[src/rtl/if_stage_bp.sv]
// Instruction-fetch stage with PC register, immediate extraction and a 2-bit BHT branch predictor.
// Optional return-address stack enabled by defining IF_RAS_EN.
module if_stage_bp #(
    parameter int              size      = 32,
    parameter int              BHT_DEPTH = 64,
    parameter logic [size-1:0] RESET_PC  = '0,
    parameter int              RAS_DEPTH = 4
) (
    input  logic            clk,
    input  logic            reset,
    input  logic            buble,
    input  logic [size-1:0] instruction_i,
    input  logic            isValid,
    input  logic [size-1:0] Correct_PC,
    input  logic            upd_valid,
    input  logic [size-1:0] upd_pc,
    input  logic            upd_taken,
    output logic [size-1:0] instruction_o,
    output logic [size-1:0] ins_address,
    output logic [size-1:0] IMM,
    output logic [size-1:0] PCplus,
    output logic            Predicted_MPC,
    output logic [size-1:0] pred_target
);
    localparam int IDX_W = $clog2(BHT_DEPTH);

    logic [size-1:0]  pc_q;
    logic [1:0]       bht [BHT_DEPTH];
    logic [6:0]       opcode;
    logic             is_jal, is_branch, is_jalr;
    logic signed [31:0] imm_sel;
    logic [size-1:0]  branch_target;
    logic [IDX_W-1:0] rd_idx, wr_idx;
    logic             unused_upd_bits;

    function automatic logic [1:0] bht_next(input logic [1:0] cnt, input logic taken);
        if (taken)
            return (cnt == 2'b11) ? cnt : cnt + 2'b01;
        else
            return (cnt == 2'b00) ? cnt : cnt - 2'b01;
    endfunction

    assign opcode    = instruction_i[6:0];
    assign is_jal    = (opcode == 7'b1101111);
    assign is_branch = (opcode == 7'b1100011);
    assign is_jalr   = (opcode == 7'b1100111);

    assign rd_idx = pc_q[IDX_W+1:2];
    assign wr_idx = upd_pc[IDX_W+1:2];
    assign unused_upd_bits = ^{upd_pc[size-1:IDX_W+2], upd_pc[1:0]};

    always_comb begin
        imm_sel = '0;
        if (is_jal)
            imm_sel = {{12{instruction_i[31]}}, instruction_i[19:12], instruction_i[20],
                       instruction_i[30:21], 1'b0};
        else if (is_branch)
            imm_sel = {{20{instruction_i[31]}}, instruction_i[7], instruction_i[30:25],
                       instruction_i[11:8], 1'b0};
        else if (is_jalr)
            imm_sel = {{21{instruction_i[31]}}, instruction_i[30:20]};
    end

    assign IMM           = size'(imm_sel);
    assign instruction_o = instruction_i;
    assign ins_address   = pc_q;
    assign PCplus        = pc_q + size'(4);
    assign branch_target = pc_q + IMM;

`ifdef IF_RAS_EN
    localparam int RAS_W = (RAS_DEPTH > 1) ? $clog2(RAS_DEPTH) : 1;

    logic [size-1:0] ras [RAS_DEPTH];
    logic [RAS_W-1:0] ras_sp;
    logic [RAS_W:0]   ras_cnt;
    logic             rd_link, rs1_link, ras_push, ras_pop, ras_upd;

    assign rd_link  = (instruction_i[11:7] == 5'd1) || (instruction_i[11:7] == 5'd5);
    assign rs1_link = (instruction_i[19:15] == 5'd1) || (instruction_i[19:15] == 5'd5);
    assign ras_push = (is_jal || is_jalr) && rd_link;
    assign ras_pop  = is_jalr && rs1_link && (ras_cnt != '0);
    assign ras_upd  = !buble && !isValid;

    // Pointer and occupancy are control state; pop-then-push rewrites the top in place.
    always_ff @(posedge clk or posedge reset) begin
        if (reset) begin
            ras_sp  <= '0;
            ras_cnt <= '0;
        end else if (ras_upd) begin
            if (ras_pop && !ras_push) begin
                ras_sp  <= ras_sp - RAS_W'(1);
                ras_cnt <= ras_cnt - (RAS_W+1)'(1);
            end else if (ras_push && !ras_pop) begin
                ras_sp  <= ras_sp + RAS_W'(1);
                if (ras_cnt != (RAS_W+1)'(RAS_DEPTH))
                    ras_cnt <= ras_cnt + (RAS_W+1)'(1);
            end
        end
    end

    always_ff @(posedge clk) begin
        if (ras_upd) begin
            if (ras_pop && ras_push)
                ras[ras_sp] <= PCplus;
            else if (ras_push)
                ras[ras_sp + RAS_W'(1)] <= PCplus;
        end
    end
`endif

    always_comb begin
        Predicted_MPC = 1'b0;
        pred_target   = PCplus;
        if (is_jal || (is_branch && bht[rd_idx][1])) begin
            Predicted_MPC = 1'b1;
            pred_target   = branch_target;
        end
`ifdef IF_RAS_EN
        else if (ras_pop) begin
            Predicted_MPC = 1'b1;
            pred_target   = ras[ras_sp];
        end
`endif
    end

    always_ff @(posedge clk or posedge reset) begin
        if (reset)
            pc_q <= RESET_PC;
        else if (isValid)
            pc_q <= Correct_PC;
        else if (!buble)
            pc_q <= pred_target;
    end

    // Training is independent of stalls/redirects; the new count is visible next cycle.
    always_ff @(posedge clk or posedge reset) begin
        if (reset) begin
            for (int i = 0; i < BHT_DEPTH; i++)
                bht[i] <= 2'b01;
        end else if (upd_valid) begin
            bht[wr_idx] <= bht_next(bht[wr_idx], upd_taken);
        end
    end
endmodule
[config.mk]
export PLATFORM = sky130hd
export DESIGN_NAME = if_stage_bp
export DESIGN_NICKNAME = d
export VERILOG_FILES = /design/src/rtl/if_stage_bp.sv
export SDC_FILE = /design/constraint.sdc
export NUM_CORES = 1
export LEC_CHECK = 0
export CORE_MARGIN = 1.5
export CORE_UTILIZATION = 57
export CTS_BUF_LIST = sky130_fd_sc_hd__clkbuf_4
export DETAILED_ROUTE_END_ITERATION = 10
export PLACE_DENSITY = 0.95
export SKIP_CTS_REPAIR_TIMING = 1
export SLEW_MARGIN = 20
export SYNTH_ARGS = -nofsm -noshare
export SYNTH_HDL_FRONTEND = slang
export SYNTH_SLANG_ARGS = --single-unit
[constraint.sdc]
create_clock -name clk -period 14 [get_ports clk]
set_clock_uncertainty 0.05 [all_clocks]
set_input_delay 2.1 -clock clk [delete_from_list [all_inputs] [get_ports clk]]
set_output_delay 2.1 -clock clk [all_outputs]
set_load 0.005 [all_outputs]
==> results by group <==
Power and ir drop
  – Internal power: 0.000800 W
  – Static leakage: 5.93 nW
  – Switching Power: 0.000425 W
  – Part of the total power dissipated in combinational logic: 28.6%
  – Power density of the placed cells: 88.9 nW/um^2
  – Part of the power in registers: 47.8%
  – Share of total power consumed by net switching: 34.7%
  – Clock share of power: 23.5%
  – VDD IR-drop max: 0.0865 mV

Floorplan
  – Floorplan core area: 19,500 sq um
  – Num ports: 263
  – Starting Density: 58.2%
  – Number of rows created at floorplan: 51
  – Floorplan die area: 20,700 sq um
  – Width of the chip: 144 microns
  – Floorplan die height: 144 microns

Yosys
  – Average cell area after synthesis: 10.1 sq um
  – Library cells used by synthesis: 64
  – Post-synth ARST share: 100%
  – Net count after synthesis: 1,256
  – Yosys synthesis warning count: 0
  – Area fraction of the dominant cell type after synthesis: 21.2%
  – Most instantiated flip-flop cell in the synthesis netlist: dfrtp_1
  – Flip-flop and latch count after synthesis: 160
  – Area of the mapped netlist: 11,300 sq um
  – Synth area leaders: dfrtp_1 (21%), dfstp_2 (15%), mux2_2 (14%), mux4_2 (7.0%), nand2_1 (4.4%)
  – Sequential fraction of the synthesis area: 36.1%
  – Post-synth EDFFs: 0
  – Cells after Synth: 1,121
  – Largest area contributor in the synthesized netlist: dfrtp_1

Clock network
  – Sink Count: 160
  – Clock-pin slew on the worst setup and hold paths: 0.13 ns
  – CTS H-Tree Depth: 4
  – TritonCTS clock tree: done
  – Largest buffer count on any clock path: 2
  – Clock root cell: clkbuf_4
  – Worst skew pair latency: 0.61 ns
  – Number of buffers added by the clock tree synthesis step: 17

Setup path
  – CP Max Fanout: 9
  – Category of the critical setup timing path: in2out
  – Worst Path Required: 11.85 ns
  – Launching element type of the critical path: primary input
  – Crit end category: output port
  – Data arrival time of the worst path: 7.24 ns

Worst hold path
  – Worst min path class: reg2reg

GRT
  – Antenna violations before repair: 0
  – Overall Global Routing Usage: 34.3%
  – Maximum number of pins on one net before global-route repair: 91
  – First-pass GRT wire length: 54.1 mm
  – GR Overflow Total: 0
  – Number of global-route vias before repair: 10,161

Route
  – Routed wire per std cell: 22.3 microns
  – Ratio of routed vias to standard cells: 6.48
  – DRC: 0
  – Remaining number of nets flagged by the antenna check after routing: 0
  – Initial detailed-routing violation count: 1,021
  – Router iterations before antenna repair: 10
  – Vias: 10,135
  – Wire length reported by the detailed router: 34.9 mm

STA
  – Maximum clock rate: 107 MHz
  – RSZ-0062 raised after global routing: false
  – Pins over their slew limit: 0
  – Final worst path period share: 67.1%
  – Clock period minus final worst setup slack: 9.39 ns
  – Worst-margin pin slew: 1.04 ns
  – Count of endpoints failing setup in the final report: 0
  – Post-route setup TNS: 0 ns
  – Worst-case headroom to the max-slew limit: 30.1%
  – Hold slack: 0.493 ns
  – Fin. Hold Viols: 0

Layout
  – Post-layout instance count excluding filler cells: 1,563
  – Fillers: 1,348
  – Util after Layout: 70.8%
  – Layout cell share with drive strength beyond 1: 23.5%
  – Number of nets in the finished design: 1,420
  – Final antenna diode count: 0
  – Layout-stage area growth over the synthesis result: 21.8%

Placement
  – PortBufs: 236
  – Final GP Congestion: 0.955
  – DP HPWL: 25.2 mm
  – Placed cell count: 1,531

Status
  – Status: finished, final reports clean

Flow run
  – Count of maximum capacitance violations: 0
flip-flops by register name (all words and copies together) (netlist names):
register	count
bht	128
ins_address	32
metrics by stage:
stage                     setup WS [ns]  total power (W)  instance area [sq um]
after floorplan                    6.15         0.000774                  11300
after global placement             4.80         0.000919                  13500
after detailed placement           4.74         0.000936                  13500
after CTS                          4.71          0.00122                  13800
after global routing               4.33          0.00127                  13800
final                              4.61          0.00123                  13800
cells by family (layout without fill, tap and decap cells):
kind of cell | after synthesis | count (layout) | synth area share (%)
XOR/XNOR | 56 | 56 | 4.33
multiplexers | 211 | 211 | 24.1
flip-flops | 160 | 160 | 36.1
buffers and inverters | 122 | 299 | 5.95
AND/OR/NAND/NOR | 326 | 326 | 13.6
AO/OA/AOI/OAI | 211 | 211 | 12.1
adder cells (fa/ha/maj) | 35 | 35 | 3.89
area by class of cell:
type	count	area, sq um	area share [%]
timing repair buffer	247	2430	17.6
sequential	160	4080	29.6
inverter	20	80.1	0.581
clock buffer	17	128	0.926
multi-input combinational	839	6570	47.6
clock inverter	15	165	1.20
tap	265	332	2.41
cell usage in the layout, fill, tap and decap left out, drive strengths merged, types with 12 or more instances in the layout:
cell type and instances:
mux4 35, nand3 26, a21o 24, a22oi 12, o21ai 69, xnor2 39
ha 32, buf 14, and2 19, xor2 17, mux2i 32, nand2 134
clkbuf 17, mux2 144, nor2 70, clkdlybuf4s50 233, dfrtp 96, dfstp 64
inv 27, a21oi 47
worst paths after layout:
kind,startpoint,to,slack [ns],cells past startpoint
worst max-delay path,instruction_i[1],pred_target[24],4.61,18
worst min register to register,bht[125]$_DFFE_PP0P_,bht[125]$_DFFE_PP0P_,0.49,1
worst max register to register,ins_address[4]$_DFFE_PP0P_,ins_address[26]$_DFFE_PP0P_,9.32,10
max in group asynchronous,reset,ins_address[31]$_DFFE_PP0P_,10.51,3
min in group asynchronous,reset,ins_address[3]$_DFFE_PP0P_,1.96,2
worst min-delay path,bht[125]$_DFFE_PP0P_,bht[125]$_DFFE_PP0P_,0.49,1
synthesized netlist by cell type, types with 9 or more instances:
cell type and number:
mux4_2 35, nand2_1 134, a221oi_1 10, mux2_2 144, a21oi_1 47, ha_1 32
nand3_1 26, a22oi_1 12, nor2_1 70, o21ai_1 10, nand4_1 9, inv_1 19
and3_1 11, xor2_1 17, mux2i_1 32, nor2b_1 11, nor3_1 9, buf_2 10
o21ai_0 51, xnor2_1 39, and2_1 19, clkbuf_1 35, a21o_1 24, buf_4 48
dfstp_2 64, dfrtp_1 96
critical path, stage by stage:
cell	delay [ns]
clkdlybuf4s50_1	0.53
nand3_1	0.10
nor2_1	0.42
nor4bb_1	0.66
ha_1	0.30
inv_1	0.06
fa_1	0.40
nand2b_1	0.20
a21oi_1	0.23
o2111ai_1	0.22
nor4bb_1	0.23
or4_1	0.56
a31oi_1	0.20
xnor2_1	0.14
nor2_1	0.06
a21oi_1	0.28
inv_1	0.08
clkdlybuf4s50_1	0.47
per-layer routing:
| layer | vias to the layer above | GRT usage (%) | part of all wire (%) |
|---|---|---|---|
| met3 | 165 | 8.10 | 11 |
| met2 | 688 | 56.5 | 48 |
| met4 | 0 | 17.8 | 5.0 |
| met5 | - | 0 | 0 |
| li1 | 4387 | - | - |
| met1 | 4895 | 41.8 | 36 |
power groups by stage:
stage / Clock [W] / Sequential, W / Combinational [W]
after floorplan: 0 / 0.000569 / 0.000205
after global placement: 0 / 0.000585 / 0.000333
after detailed placement: 0 / 0.000592 / 0.000345
after CTS: 0.000290 / 0.000583 / 0.000346
after global routing: 0.000307 / 0.000592 / 0.000375
final: 0.000289 / 0.000586 / 0.000351
Note: power is estimated with default switching activity, not from simulation.
